<file path="src/rtl/maxnet_pkg.sv">
// Shared definitions for the Maxnet iteration controller.
//   state_t        : controller state encoding
//   strobe_t       : Moore strobe bundle driven to the datapath and host
//   decode_strobes : state -> strobe decode
package maxnet_pkg;

    localparam int unsigned DEFAULT_ITER_W = 8;

    typedef enum logic [2:0] {
        IDLE,
        INIT,
        ISSUE,
        WAIT,
        NEXT_GRP,
        CHECK,
        UPDATE,
        DONE
    } state_t;

    typedef struct packed {
        logic start_plu;
        logic we_a_reg;
        logic we_prim;
        logic eps_reg_we;
        logic mux_sel;
        logic clr;
        logic busy;
        logic finish;
    } strobe_t;

    // Moore decode; IDLE decodes to all-zero so the reset value matches.
    function automatic strobe_t decode_strobes(input state_t s);
        strobe_t o;
        o      = '0;
        o.busy = (s != IDLE);
        case (s)
            INIT: begin
                o.we_a_reg   = 1'b1;
                o.we_prim    = 1'b1;
                o.eps_reg_we = 1'b1;
                o.mux_sel    = 1'b1;
                o.clr        = 1'b1;
            end
            ISSUE:   o.start_plu = 1'b1;
            UPDATE:  o.we_a_reg  = 1'b1;
            DONE:    o.finish    = 1'b1;
            default: ;
        endcase
        return o;
    endfunction

endpackage

</file>
<file path="src/rtl/maxnet_seq_cnt.sv">
// Loadable, clearable up-counter that saturates at all-ones.
//   clk, rst : clock, async active-high reset
//   clr      : synchronous clear (highest priority)
//   load/din : synchronous load
//   inc      : count enable
//   q        : counter value
module maxnet_seq_cnt #(
    parameter int unsigned W = 8
) (
    input  logic         clk,
    input  logic         rst,
    input  logic         clr,
    input  logic         load,
    input  logic [W-1:0] din,
    input  logic         inc,
    output logic [W-1:0] q
);

    always_ff @(posedge clk or posedge rst) begin
        if (rst) begin
            q <= '0;
        end else if (clr) begin
            q <= '0;
        end else if (load) begin
            q <= din;
        end else if (inc && (q != {W{1'b1}})) begin
            q <= q + W'(1);
        end
    end

endmodule

</file>
<file path="src/rtl/maxnet_ctrl_multi.sv">
// Maxnet iteration controller: issues NUM_GROUPS PLU groups per iteration,
// counts iterations and stops on convergence, iteration limit, abort or
// after one iteration in single-step mode.
//   inputs  : clk, rst, start, abort, single_step, max_iter, plu_done, valid
//   outputs : start_plu, grp_sel, we_a_reg, we_prim, eps_reg_we, mux_sel, clr,
//             busy, finish, iter_cnt, converged, timeout, aborted
import maxnet_pkg::*;

module maxnet_ctrl_multi #(
    parameter int unsigned NUM_GROUPS = 4,
    parameter int unsigned GRP_W      = 2,
    parameter int unsigned ITER_W     = DEFAULT_ITER_W
) (
    input  logic              clk,
    input  logic              rst,
    input  logic              start,
    input  logic              abort,
    input  logic              single_step,
    input  logic [ITER_W-1:0] max_iter,
    input  logic              plu_done,
    input  logic              valid,
    output logic              start_plu,
    output logic [GRP_W-1:0]  grp_sel,
    output logic              we_a_reg,
    output logic              we_prim,
    output logic              eps_reg_we,
    output logic              mux_sel,
    output logic              clr,
    output logic              busy,
    output logic              finish,
    output logic [ITER_W-1:0] iter_cnt,
    output logic              converged,
    output logic              timeout,
    output logic              aborted
);

    localparam int unsigned CNT_W = ITER_W + 1;

    state_t  state;
    state_t  state_d;
    strobe_t strb;

    logic grp_clr, grp_inc, iter_clr, iter_inc;
    logic set_conv, set_tmo, set_abt, clr_status;
    logic last_grp, abort_ok;
    logic [CNT_W-1:0] iter_nxt;
    logic [CNT_W-1:0] eff_max;

    assign last_grp = (grp_sel == GRP_W'(NUM_GROUPS - 1));
    assign abort_ok = abort && (state != IDLE) && (state != DONE);
    // One extra bit so a saturated counter still compares as reaching the limit.
    assign iter_nxt = {1'b0, iter_cnt} + CNT_W'(1);
    assign eff_max  = (max_iter == '0) ? CNT_W'(1) : {1'b0, max_iter};

    // Next-state and counter/status control.
    always_comb begin
        state_d    = state;
        grp_clr    = 1'b0;
        grp_inc    = 1'b0;
        iter_clr   = 1'b0;
        iter_inc   = 1'b0;
        set_conv   = 1'b0;
        set_tmo    = 1'b0;
        set_abt    = 1'b0;
        clr_status = 1'b0;
        case (state)
            IDLE:     if (start) state_d = INIT;
            INIT: begin
                grp_clr    = 1'b1;
                iter_clr   = 1'b1;
                clr_status = 1'b1;
                state_d    = ISSUE;
            end
            ISSUE:    state_d = WAIT;
            WAIT:     if (plu_done) state_d = last_grp ? CHECK : NEXT_GRP;
            NEXT_GRP: begin
                grp_inc = 1'b1;
                state_d = ISSUE;
            end
            CHECK:    state_d = single_step ? DONE : UPDATE;
            UPDATE: begin
                iter_inc = 1'b1;
                if (valid) begin
                    set_conv = 1'b1;
                    state_d  = DONE;
                end else if (iter_nxt >= eff_max) begin
                    set_tmo = 1'b1;
                    state_d = DONE;
                end else begin
                    grp_clr = 1'b1;
                    state_d = ISSUE;
                end
            end
            DONE:     state_d = IDLE;
            default:  state_d = IDLE;
        endcase
        // Abort overrides every other exit; INIT still clears for the new run.
        if (abort_ok) begin
            state_d  = DONE;
            set_abt  = 1'b1;
            set_conv = 1'b0;
            set_tmo  = 1'b0;
            grp_inc  = 1'b0;
            iter_inc = 1'b0;
            grp_clr  = (state == INIT);
        end
    end

    // State, registered strobes and sticky status.
    always_ff @(posedge clk or posedge rst) begin
        if (rst) begin
            state     <= IDLE;
            strb      <= '0;
            converged <= 1'b0;
            timeout   <= 1'b0;
            aborted   <= 1'b0;
        end else begin
            state <= state_d;
            strb  <= decode_strobes(state_d);
            if (clr_status) begin
                converged <= 1'b0;
                timeout   <= 1'b0;
                aborted   <= 1'b0;
            end
            if (set_conv) converged <= 1'b1;
            if (set_tmo)  timeout   <= 1'b1;
            if (set_abt)  aborted   <= 1'b1;
        end
    end

    maxnet_seq_cnt #(.W(GRP_W)) u_grp_cnt (
        .clk  (clk),
        .rst  (rst),
        .clr  (grp_clr),
        .load (1'b0),
        .din  ({GRP_W{1'b0}}),
        .inc  (grp_inc),
        .q    (grp_sel)
    );

    maxnet_seq_cnt #(.W(ITER_W)) u_iter_cnt (
        .clk  (clk),
        .rst  (rst),
        .clr  (iter_clr),
        .load (1'b0),
        .din  ({ITER_W{1'b0}}),
        .inc  (iter_inc),
        .q    (iter_cnt)
    );

    assign start_plu  = strb.start_plu;
    assign we_a_reg   = strb.we_a_reg;
    assign we_prim    = strb.we_prim;
    assign eps_reg_we = strb.eps_reg_we;
    assign mux_sel    = strb.mux_sel;
    assign clr        = strb.clr;
    assign busy       = strb.busy;
    assign finish     = strb.finish;

endmodule

</file>
<file path="config.mk">
export PLATFORM = sky130hd
export DESIGN_NAME = maxnet_ctrl_multi
export DESIGN_NICKNAME = d
export VERILOG_FILES = /design/src/rtl/maxnet_pkg.sv /design/src/rtl/maxnet_seq_cnt.sv /design/src/rtl/maxnet_ctrl_multi.sv
export SDC_FILE = /design/constraint.sdc
export NUM_CORES = 1
export LEC_CHECK = 0
export BUFFER_PORTS_ARGS = -buffer_cell sky130_fd_sc_hd__buf_2
export CORE_MARGIN = 2
export CORE_UTILIZATION = 50
export DETAILED_ROUTE_END_ITERATION = 12
export MAX_ROUTING_LAYER = met4
export PLACE_DENSITY = 0.75
export SYNTH_ARGS = -nofsm -noshare
export SYNTH_HDL_FRONTEND = slang
export SYNTH_HIERARCHICAL = 1
export SYNTH_SLANG_ARGS = --single-unit
</file>
<file path="constraint.sdc">
create_clock -name clk -period 3.8 [get_ports clk]
set_input_delay 0.57 -clock clk [delete_from_list [all_inputs] [get_ports clk]]
set_output_delay 0.57 -clock clk [all_outputs]
set_load 0.02 [all_outputs]
</file>
==> results list, run 1 <==
* Run status: completed
- Fin Hold WS: ~0.12 ns
* DIE AREA: approximately 3600 um2
- Setup total negative slack: 0 ns
- Total length of routed wires: 3370 um
- Dividing total power by cell area gives a power density of 615 nW/um2.
- Clock period minus worst slack: about 3.0 ns
- I/O Pins: 36
- Worst hold-check path type: primary input to async pin
- The filler cells instantiated in the layout total 283.
* Cts repair resizes: 0
- Library cell with the highest instance count after synthesis: sky130_fd_sc_hd__dfrtp_1
- Layout overhead on the synthesized area: 16.4%
- Post-CTS setup repair buffer count: 0
- Delay of the slowest critical-path stage: 0.55 ns
* Largest cells by area after synthesis: sky130_fd_sc_hd__dfrtp_1, sky130_fd_sc_hd__ha_1, sky130_fd_sc_hd__inv_1, sky130_fd_sc_hd__nand3_1, sky130_fd_sc_hd__nand2_1
- For this design the static power due to leakage is 0.925 nW.
- Counting flops and latches in the post-synthesis netlist gives 21.
- Standard-cell rows: 20
- Skew-Pair Late Insertion Delay: about 0.3 ns
- Pin count of the biggest net entering global routing: 13
* Net switching power: 0.533 mW
- Clock-pin slew of the registers on the worst-case setup and hold paths: approximately 0.12 ns
* Tot Pwr: between 1 and 1.5 mW
- The register with the most flip-flops in the layout has 8 of them.
* Required time of the critical path: approximately 4.0 ns
- After synthesis, the share of flip-flops with an asynchronous set or reset is between 90% and 100%.
- Period Utilization, post-route: 78.5%
- The final layout contains 243 nets.
* Detailed router's first-iteration violation count: 38
* Leading post-synthesis cells by instance count: sky130_fd_sc_hd__dfrtp_1, sky130_fd_sc_hd__inv_1, sky130_fd_sc_hd__nand2_1
- Worst slew slack as a fraction of its limit: 57.7%
- TritonCTS created 3 clock buffers.
- Total iterations of the first detailed-routing run: 4
- The max-slew violation total from the final report is 0.
- The number of hold violations in the final report was 0.
* Kind of critical path: flip-flop to flip-flop
- Dominant delay contributor by cell family on the critical path: compound AO/OA/AOI/OAI gates
- Yosys top cell area share: around a third
- WL per Instance: 12.9 um
* Maximum clock rate: ~340 MHz
- Sw Share: 47.1%
- The die is around 60 um wide.
* Routed vias: ~1400
- After detailed routing, the number of remaining DRC violations is 0.
- In this run the standard cell core region covers a little over 3000 um2.
- Cell internal power was estimated by the tool at ~0.6 mW.
* Critical-path cell with the highest stage delay: sky130_fd_sc_hd__dfrtp_1
- Reg power frac: 38.8%
* Largest registers: u_iter_cnt/q (8), state (3), u_grp_cnt/q (2)
- After synthesis, the netlist uses between 50 and 60 different library cells.
* Tightest Pin Transition: roughly 0.63 ns
- The worst path meets setup with about 0.8 ns of slack.
- The synthesized netlist occupies a cell area of between 1500 and 2000 um2.
- Routability Congestion: 0.870
* Antenna Diode Count: 0
* Count of hold buffers inserted by post-cts repair: 0
* Clock tree from TritonCTS: built
* Global-route wire length before repair: approximately 5400 um
* Critical path data arrival time: 3.18 ns
* Cell at the root of the clock tree: sky130_fd_sc_hd__clkbuf_4
- The critical path contains buffers and inverters numbering 0 combined.
* Instance count of the mapped netlist: about 170
- Post-synthesis cell type with the largest combined area: sky130_fd_sc_hd__dfrtp_1
- On the final layout, the worst clock skew is between 0.01 and 0.015 ns.
- Max Buffers Root-to-Sink: 2
- After synthesis, flip-flops and latches occupy around a third of the total area.
- The post-route netlist has a little under a quarter of its cells at a drive strength greater than 1.
- Across every metal layer, demand over resource in global routing totals approximately a fifth.
- Clk sink count: 21
- Average instance area after synthesis: about 9.4 um2
- Number of enable flip-flop cells after synthesis: 0
- The floorplan step set the die height to around 60 um.
* Starting utilization of the core area: 52.2%
- Detailed placement ended at an HPWL of between 2000 and 3000 um.
* Reg with most FFs: u_iter_cnt/q
- The Yosys step of the flow raised 6 warnings.
- Top_reg_cell synth: sky130_fd_sc_hd__dfrtp_1
- The critical path goes through and4_1 > nand4_1 > xnor2_1 > ha_1 > and3_4 > a221oi_2 > o211ai_2 > o41ai_1 > a21oi_1 > o21a_1.
* Clock Power Share: approximately a tenth
* Number of antenna-violating nets in the routed design: 0
* Place WS: roughly 0.8 ns
* Via count normalized by instance count: ~5.3
- GR Overflow Total: 0
* Number of port buffers: 35
* Deepest level of the CTS H-tree: 1
* Endpoint type of the worst setup path: flip-flop
* Startpoint types: flip-flop
* Max VDD drop: between 0.2 and 0.3 mV
- Across the run, the number of max-cap violations was 0.
* Critical Path Fanout Max: 10
- Via count of the first global-routing pass: 1203
- Setup repair after global routing left no endpoint under its margin.
- The initial antenna violation count is 0.
- Number of endpoints failing setup at the final stage: 0
- Combinational logic is responsible for 52.0% of the overall power.
## cell usage in the layout, fill, tap and decap left out, types with 2 or more instances in the layout
| cell | instances |
|---|---|
| sky130_fd_sc_hd__xnor2_1 | 5 |
| sky130_fd_sc_hd__a211oi_1 | 2 |
| sky130_fd_sc_hd__nor3_1 | 5 |
| sky130_fd_sc_hd__o211ai_1 | 3 |
| sky130_fd_sc_hd__a22oi_1 | 2 |
| sky130_fd_sc_hd__a21o_1 | 4 |
| sky130_fd_sc_hd__nand2b_1 | 3 |
| sky130_fd_sc_hd__inv_1 | 17 |
| sky130_fd_sc_hd__nor2_1 | 10 |
| sky130_fd_sc_hd__and4_1 | 4 |
| sky130_fd_sc_hd__buf_2 | 35 |
| sky130_fd_sc_hd__nand2_1 | 12 |
| sky130_fd_sc_hd__xor2_1 | 4 |
| sky130_fd_sc_hd__mux2i_1 | 2 |
| sky130_fd_sc_hd__a31oi_1 | 3 |
| sky130_fd_sc_hd__nand3b_1 | 2 |
| sky130_fd_sc_hd__dfrtp_1 | 21 |
| sky130_fd_sc_hd__nand3_1 | 10 |
| sky130_fd_sc_hd__nand4_1 | 2 |
| sky130_fd_sc_hd__a21oi_1 | 7 |
| sky130_fd_sc_hd__o2111ai_1 | 2 |
| sky130_fd_sc_hd__o21a_1 | 3 |
| sky130_fd_sc_hd__a2111oi_2 | 2 |
| sky130_fd_sc_hd__conb_1 | 17 |
| sky130_fd_sc_hd__ha_1 | 11 |
| sky130_fd_sc_hd__clkbuf_4 | 3 |
## layer usage
| layer | vias to the layer above | global-route usage, % | routed length [um] |
|---|---|---|---|
| met3 | 2 | 3.46 | 115 |
| met1 | 644 | 27.6 | 1600 |
| li1 | 690 | - | - |
| met2 | 29 | 32.3 | 1630 |
| met5 | - | - | 0 |
| met4 | 0 | 2.86 | 21 |
## logic make-up after synthesis
kind of cell,share of synthesized area [%]
muxes,1.27
DFF,33.2
AOI/OAI and AO/OA,22.3
other,0.237
xor gates and xnor gates,4.98
buffers and inverters,7.75
adders and majority gates,8.70
and+or+nand+nor,21.5
## per-stage QoR
step	util, %	std cells	area (um2)
final	60.8	260	1840
after global routing	60.8	260	1840
after CTS	60.8	260	1840
after detailed placement	59.9	256	1810
after global placement	59.9	256	1810
after floorplan	-	185	1640
## power by group through the flow
stage	Combinational [mW]	Sequential [mW]	Clock (mW)
floorplan	0.416	0.470	0
global placement	0.571	0.431	0
detailed placement	0.589	0.442	0
CTS	0.591	0.437	0.110
global route	0.657	0.458	0.119
finish	0.588	0.439	0.105
## path summary, 6_finish.rpt
check	startpoint	endpoint	slack (ns)	cells past startpoint
max	u_iter_cnt/q[4]	u_grp_cnt/q[0]	0.82	10
max reg2reg	u_iter_cnt/q[4]	u_grp_cnt/q[0]	0.82	10
max in group asynchronous	rst	converged	3.25	2
min reg2reg	aborted	aborted	0.51	2
min	rst	u_grp_cnt/q[1]	0.12	2
min in group clk	aborted	aborted	0.51	2
## cell type report
cell class,count,area (um2),share of cell area [%]
Clock inverter,1,5.00,0.272
Multi-Input combinational cell,139,993,54.0
Clock buffer,3,22.5,1.22
Timing Repair Buffer,35,175,9.52
Inverter,17,63.8,3.47
Tap cell,44,55.1,2.99
Sequential cell,21,526,28.6
Power figures use the tool's default switching activity.
==> run 2, diff against run 1 <==
--- a/config.mk
+++ b/config.mk
@@ -7,7 +7,7 @@
 export LEC_CHECK = 0
 export BUFFER_PORTS_ARGS = -buffer_cell sky130_fd_sc_hd__buf_2
 export CORE_MARGIN = 2
-export CORE_UTILIZATION = 50
+export CORE_UTILIZATION = 48
 export DETAILED_ROUTE_END_ITERATION = 12
 export MAX_ROUTING_LAYER = met4
 export PLACE_DENSITY = 0.75
==> constraint.sdc (replaced) <==
create_clock -name clk -period 2.5 [get_ports clk]
set_input_delay 0.375 -clock clk [delete_from_list [all_inputs] [get_ports clk]]
set_output_delay 0.375 -clock clk [all_outputs]
set_load 0.02 [all_outputs]
==> results list, run 2 (synthesis results as in run 1) <==
* Critical Path Fanout Max: 9 (-1)
- The global router's overall resource usage came to 20.8% (+0.53 points).
- Startpoint of the lowest-slack register-to-register path: u_iter_cnt/q[2]
- TritonCTS built the clock tree.
- The initial antenna violation count came to 0 (unchanged).
- Total iterations of the first detailed-routing run: 4 (unchanged)
* Clock period minus worst slack: 2.41 ns (-0.577 ns)
- Kind of critical path: flip-flop to flip-flop
* Detailed placer's ending HPWL: 2650 um (-0.88%)
- Clock Power Share: 9.0% (-0.3 points)
- In the final layout, the registers with the most flip-flops are u_iter_cnt/q (8), state (3), u_grp_cnt/q (2).
- The fraction of final layout cells sized beyond drive strength 1 was 30.3% (+7.1 points).
- Net switching power: 0.839 mW (+58%)
- The number of global-route vias before repair was 1249 (+3.8%).
* Pin count of the biggest net entering global routing: 13 (unchanged)
- Leaving out fill and tap cells, the most frequent cells in the layout are sky130_fd_sc_hd__buf_2, sky130_fd_sc_hd__inv_1, sky130_fd_sc_hd__conb_1.
- The total internal power came to 0.992 mW (+66%).
* Length of routed met3 wiring: 200 um (+74%)
- The floorplan row count was 20 (unchanged).
- The cell count of the worst reg-to-reg path was 11 (+1).
- RSZ-0062 raised after global routing: yes
* Sw Share: 45.8% (-1.3 points)
- Remaining DRCs: 0 (unchanged)
* Final number of max-transition violations: 0 (unchanged)
- The die boundary width was 61.4 um (+1.9%).
- Run status: completed
* Worst hold-check path type: primary input to flip-flop
* Cell area power density: 937 nW/um2 (+52%)
- The initial detailed-routing violation count is 49 (+29%).
- Worst Hold Launch: start
* Routability Congestion: 0.862 (-0.92%)
- Max-cap violations: 0 (unchanged)
- Core Util, Final: 63.0% (+2.2 points)
- The total number of vias was 1400 (+2.6%).
* Antenna Diode Count: 0 (unchanged)
* WL met1: 1690 um (+5.8%)
- The total congestion overflow came to 0 (unchanged).
* Startpoint types: flip-flop
* Logic gate share of total power: 58.7% (+6.7 points)
- Cell at the root of the clock tree: sky130_fd_sc_hd__clkbuf_4
- The highest layer touched by signal routing is met4.
- The worst clock skew on the final layout came to 0.00151 ns (-0.00957 ns).
* DIE AREA: 3770 um2 (+3.9%)
- The number of hold violations in the final report is 0 (unchanged).
* Maximum clock rate: 415 MHz (+24%)
- Number of CTS-inserted buffers: 3 (unchanged)
- WL per Instance: 12.6 um (-3.0%)
* Required time of the critical path: 2.69 ns (-1.30 ns)
- Starting utilization of the core area: 51.0% (-1.3 points)
* Inst Count DP: 267 (+4.3%)
- The count of endpoints failing setup in the final report was 0 (unchanged).
* Critical-path cell list: buf_4 > and3_1 > nand3_1 > xnor2_1 > ha_1 > and3_4 > a221oi_2 > o211ai_2 > o41ai_2 > buf_4 > a2111oi_2
* Die outline height: 61.4 um (+1.9%)
* Critical path's most frequent cell: sky130_fd_sc_hd__buf_4
- Along the worst hold path, the cell count comes to 2.
- The count of H-tree levels built during CTS was 1 (unchanged).
- Critical path data arrival time: 2.60 ns (-0.58 ns)
* Global-route wire length before repair: 5700 um (+5.6%)
* Critical-path cell with the highest stage delay: sky130_fd_sc_hd__dfrtp_2
- Flip-flop count of the largest register after layout: 8 (unchanged)
- The worst hold path terminates at clr.
- Counting flops per register, the top entry is u_iter_cnt/q.
- Core area: 3100 um2 (+2.5%)
- The number of buffer and inverter instances along the worst setup path came to 2 (+2).
* Dpl cell area: 1910 um2 (+5.4%)
- The setup slack of the worst register-to-register path came to 0.09 ns (-0.72 ns).
* I/O Pins: 36 (unchanged)
* Met2 WL: 1510 um (-7.5%)
* Reg power frac: 32.3% (-6.5 points)
- The filler cell count in the final layout was 304 (+7.4%).
* Total length of routed wires: 3420 um (+1.5%)
- Via count normalized by instance count: 5.15 (-2.0%)
- The count of buffers from port buffering came to 35 (unchanged).
- Final nets: 255 (+4.9%)
* Dominant delay contributor by cell family on the critical path: compound AO/OA/AOI/OAI gates
- In this run the critical register-to-register path is captured at u_grp_cnt/q[1].
- Number of antenna-violating nets in the routed design: 0 (unchanged)
- Endpoint type of the worst setup path: flip-flop
* Max Buffers Root-to-Sink: 2 (unchanged)
- Final design area excluding fillers: 1950 um2 (+6.2%)
* Skew-Pair Late Insertion Delay: 0.30 ns (about the same)
* Leakage: 0.984 nW (+6.5%)
* Layout overhead on the synthesized area: 23.6%
- Commonest non-fill, non-tap cell in the layout: sky130_fd_sc_hd__buf_2
* Delay of the slowest critical-path stage: 0.39 ns (-0.16 ns)
- Period Utilization, post-route: 96.3% (+18 points)
- Clock-pin slew of the registers on the worst-case setup and hold paths: 0.12 ns (about the same)
- Tot Pwr: 1.83 mW (+62%)
- The clock sink count is 21 (unchanged).
- Max VDD drop: 0.473 mV (+71%)
- The post-route non-filler standard cell count was 272 (+4.6%).
- Post-CTS setup repair buffer count: 0 (unchanged)
run 2: cell types whose count changed in the layout (fill, tap and decap cells not counted), sizes merged:
cell | previous run | this run
buf | 35 | 46
dlygate4sd3 | 0 | 1
run 2: worst register-to-register path: stages, from the launching register on:
cell and delay, ns:
sky130_fd_sc_hd__dfrtp_2 0.39, sky130_fd_sc_hd__buf_4 0.16, sky130_fd_sc_hd__and3_1 0.16, sky130_fd_sc_hd__nand3_1 0.08, sky130_fd_sc_hd__xnor2_1 0.13, sky130_fd_sc_hd__ha_1 0.31
sky130_fd_sc_hd__and3_4 0.16, sky130_fd_sc_hd__a221oi_2 0.25, sky130_fd_sc_hd__o211ai_2 0.14, sky130_fd_sc_hd__o41ai_2 0.31, sky130_fd_sc_hd__buf_4 0.18, sky130_fd_sc_hd__a2111oi_2 0.03
run 2: power by group through the flow:
| stage | sequential, mW | combinational (mW) | clock (mW) |
|---|---|---|---|
| after floorplan | 0.721 | 0.638 | 0 |
| after global placement | 0.594 | 1.05 | 0 |
| after detailed placement | 0.596 | 1.07 | 0 |
| after CTS | 0.588 | 1.07 | 0.171 |
| after global routing | 0.613 | 1.20 | 0.188 |
| final | 0.591 | 1.08 | 0.165 |
run 2: area by class of cell:
type	count	area [um2]	share of cell area, %
timing repair buffer	47	272	13.9
tap	44	55.1	2.82
clock inverter	1	5.00	0.256
multi-input combinational	139	1000	51.3
inverter	17	63.8	3.27
sequential	21	533	27.3
clock buffer	3	22.5	1.15
run 2: how the worst max path moves through the flow:
stage                               start        endpoint  depth (start not counted)
after detailed placement  u_iter_cnt/q[4]  u_grp_cnt/q[1]                         11
after global placement    u_iter_cnt/q[4]          finish                         11
final                     u_iter_cnt/q[2]  u_grp_cnt/q[1]                         11
after floorplan           u_iter_cnt/q[4]  u_grp_cnt/q[0]                         10
after global routing      u_iter_cnt/q[2]  u_grp_cnt/q[1]                         11
after CTS                 u_iter_cnt/q[4]  u_grp_cnt/q[1]                         11
run 2: per-stage QoR:
stage / setup TNS, ns / setup slack (ns) / hold slack [ns]
2_1_floorplan: 0 / 0.00416 / 0.116
3_3_place_gp: 0 / 0.118 / 0.252
3_5_place_dp: 0 / 0.0861 / 0.251
4_1_cts: 0 / 0.0624 / 0.322
5_1_grt: -0.139 / -0.0596 / 0.330
6_report: 0 / 0.0921 / 0.332
run 2: routing by layer:
layer  vias up  global-route usage [%]
li1        717                       -
met1       635                    30.6
met2        46                    30.7
met3         2                    2.52
met4         0                    4.56
met5         -                       -
run 2: timing repair:
action	4_1_cts	5_1_grt
hold endpoints to repair	2	0
hold buffers	1	0
endpoints found under the setup margin	0	3
gates resized for setup	0	2
==> run 3, diff against run 2 <==
--- a/config.mk
+++ b/config.mk
@@ -6,11 +6,11 @@
 export NUM_CORES = 1
 export LEC_CHECK = 0
 export BUFFER_PORTS_ARGS = -buffer_cell sky130_fd_sc_hd__buf_2
-export CORE_MARGIN = 2
-export CORE_UTILIZATION = 48
+export CORE_UTILIZATION = 50
 export DETAILED_ROUTE_END_ITERATION = 12
 export MAX_ROUTING_LAYER = met4
 export PLACE_DENSITY = 0.75
+export SETUP_SLACK_MARGIN = 0.2
 export SYNTH_ARGS = -nofsm -noshare
 export SYNTH_HDL_FRONTEND = slang
 export SYNTH_HIERARCHICAL = 1
==> constraint.sdc (replaced) <==
create_clock -name clk -period 3.1 [get_ports clk]
set_input_delay 0.465 -clock clk [delete_from_list [all_inputs] [get_ports clk]]
set_output_delay 0.465 -clock clk [all_outputs]
set_load 0.02 [all_outputs]
==> results list, run 3 (synthesis results as in run 1) <==
- Run status: completed
- STA classifies the critical path endpoint as a flip-flop.
* Logic gate share of total power: 54.9% (-3.8 points)
- Remaining DRCs: 0 (unchanged)
* Reg2Reg Capture Point: u_grp_cnt/q[0]
- The clock insertion delay at the later pin of the skew report is 0.32 ns (+0.02 ns).
* Total track usage: 22.3% (+1.5 points)
- Number of endpoints failing setup at the final stage: 0 (unchanged)
- Dpl cell area: 1840 um2 (-3.5%)
- The maximum fanout count along the critical path was 7 (-2).
- The average detailed-routed wire length per instance came to 12.6 um (+0.25%).
- The total number of vias is 1384 (-1.1%).
- Final design area excluding fillers: 1890 um2 (-3.1%)
- The count of TritonRoute iterations in the first routing pass came to 4 (unchanged).
- The HPWL reported at the end of detailed placement came to 2660 um (+0.34%).
- Clock period minus worst slack: 2.72 ns (+0.310 ns)
- Number of port buffers: 35 (unchanged)
* Core area: 3030 um2 (-2.4%)
- Final nets: 247 (-3.1%)
* R2R depth: 10 (-1)
* Setup total negative slack: 0 ns (unchanged)
- DIE AREA: 3390 um2 (-10%)
- The max-capacitance violation count is 0 (unchanged).
* Max VDD drop: 0.374 mV (-21%)
- Fraction of layout cells with a size suffix above 1: 25.5% (-4.8 points)
* Clock tree from TritonCTS: built
* Number of antenna-violating nets in the routed design: 0 (unchanged)
* Net switching power: 0.672 mW (-20%)
- Post-CTS setup repair buffer count: 0 (unchanged)
- The fmax is 368 MHz (-11%).
* Required time of the critical path: 3.30 ns (+0.61 ns)
- Counting flops per register, the top entry is u_iter_cnt/q.
- The data arrival time at the worst-slack endpoint was 2.92 ns (+0.32 ns).
- The total inserted antenna cells was 0 (unchanged).
- Commonest non-fill, non-tap cell in the layout: sky130_fd_sc_hd__buf_2
- Count of fill cells added during filler insertion: 262 (-14%)
- The final worst-path cycle share was 87.7% (-8.6 points).
* Clk sink count: 21 (unchanged)
- The initial core utilization was 52.2% (+1.3 points).
* GR Overflow Total: 0 (unchanged)
- The number of primary I/O pins is 36 (unchanged).
- Clock-pin slew of the registers on the worst-case setup and hold paths: 0.11 ns (about the same)
* Minimum setup slack among reg-to-reg paths: 0.38 ns (+0.29 ns)
- The tightest min-delay check is of the primary input to async pin type.
- The worst setup path is of the flip-flop to flip-flop kind.
- The number of global-route vias before repair is 1225 (-1.9%).
- Reg power frac: 35.4% (+3.1 points)
- Clock tree synthesis selected as its root buffer the cell sky130_fd_sc_hd__clkbuf_4.
- The total internal power came to 0.762 mW (-23%).
- Pin count of the biggest net entering global routing: 14 (+1)
- Startpoint of the lowest-slack register-to-register path: u_iter_cnt/q[5]
- The TritonCTS buffer count is 3 (unchanged).
- The largest registers in the layout are u_iter_cnt/q (8), state (3), u_grp_cnt/q (2).
* Via count normalized by instance count: 5.24 (+1.9%)
- The floorplan row count came to 20 (unchanged).
- The die boundary width came to 58.2 um (-5.1%).
- Leakage: 0.956 nW (-2.9%)
- The worst setup path is launched from a flip-flop.
- Sw Share: 46.9% (+1.1 points)
- The worst-case clock buffer depth was 2 (unchanged).
- Global-route wire length before repair: 5700 um (unchanged)
* Total length of routed wires: 3320 um (-2.7%)
- Routability Congestion: 0.811 (-5.9%)
* Flip-flop count of the largest register after layout: 8 (unchanged)
- Detailed router's first-iteration violation count: 98 (+100%)
- Die outline height: 58.2 um (-5.1%)
- Deepest level of the CTS H-tree: 1 (unchanged)
* Number of antenna violations at the first check in global routing: 0 (unchanged)
- Final number of max-transition violations: 0 (unchanged)
- Setup repair after global routing left no endpoint under its margin.
- Top library cells by usage in the layout, fill and taps aside: sky130_fd_sc_hd__buf_2, sky130_fd_sc_hd__dfrtp_1, sky130_fd_sc_hd__inv_1, sky130_fd_sc_hd__conb_1, sky130_fd_sc_hd__nand2_1
- Clock Power Share: 9.7% (+0.7 points)
- The worst clock skew on the final layout came to 0.0173 ns (+0.0158 ns).
* Final hold violation count: 0 (unchanged)
- Layout overhead on the synthesized area: 19.7%
* Cell area power density: 757 nW/um2 (-19%)
==> run 3: worst max-delay path: stages (launching register included) <==
cell	delay, ns
sky130_fd_sc_hd__dfrtp_1	0.52
sky130_fd_sc_hd__and4_1	0.28
sky130_fd_sc_hd__nand4_1	0.13
sky130_fd_sc_hd__xnor2_1	0.17
sky130_fd_sc_hd__ha_1	0.34
sky130_fd_sc_hd__and3_4	0.20
sky130_fd_sc_hd__a221oi_2	0.25
sky130_fd_sc_hd__o211ai_2	0.21
sky130_fd_sc_hd__o41ai_4	0.33
sky130_fd_sc_hd__a21oi_1	0.07
sky130_fd_sc_hd__o21a_1	0.12
==> run 3: worst max-delay path by stage <==
stage,start,endpoint,slack [ns],cells after the start
4_1_cts,u_iter_cnt/q[2],u_grp_cnt/q[0],0.25,10
6_report,u_iter_cnt/q[5],u_grp_cnt/q[0],0.38,10
5_1_grt,u_iter_cnt/q[5],u_grp_cnt/q[0],0.20,10
3_3_place_gp,u_iter_cnt/q[2],u_grp_cnt/q[0],0.28,10
3_5_place_dp,u_iter_cnt/q[2],u_grp_cnt/q[0],0.08,10
2_1_floorplan,u_iter_cnt/q[4],u_grp_cnt/q[0],0.37,10
==> run 3: layout make-up <==
type / instances / area, um2 / area share (%)
Multi-Input combinational cell: 139 / 1010 / 53.5
Inverter: 17 / 63.8 / 3.37
Timing Repair Buffer: 39 / 205 / 10.8
Clock buffer: 3 / 22.5 / 1.19
Clock inverter: 1 / 7.51 / 0.397
Sequential cell: 21 / 527 / 27.8
Tap cell: 44 / 55.1 / 2.91
==> run 3: routing by layer <==
metal / vias to the layer above / wire length, um / global-route usage (%)
met2: 44 / 1550 / 33.2
met4: 0 / 17 / 5.10
li1: 700 / - / -
met3: 4 / 163 / 3.35
met5: - / 0 / -
met1: 636 / 1590 / 32.1
==> run 3: what timing repair did <==
action	4_1_cts	5_1_grt
setup endpoints to repair	2	1
resized for setup	1	2
hold buffers	0	0
endpoints found under the hold margin	0	0
==> run 3: through the flow <==
step	setup WS [ns]	power (mW)	utilization (%)	hold slack, ns	cells
2_1_floorplan	0.367	1.09	-	0.206	185
3_3_place_gp	0.284	1.26	60.9	0.339	260
3_5_place_dp	0.0779	1.29	60.9	0.342	260
4_1_cts	0.246	1.43	62.1	0.00293	264
5_1_grt	0.205	1.56	62.5	0.0109	264
6_report	0.382	1.43	62.5	0.00716	264
==> run 3: power groups by stage <==
stage	logic [mW]	registers, mW	clock network, mW
2_1_floorplan	0.510	0.576	0
3_3_place_gp	0.755	0.501	0
3_5_place_dp	0.772	0.514	0
4_1_cts	0.781	0.507	0.143
5_1_grt	0.878	0.529	0.154
6_report	0.787	0.508	0.139
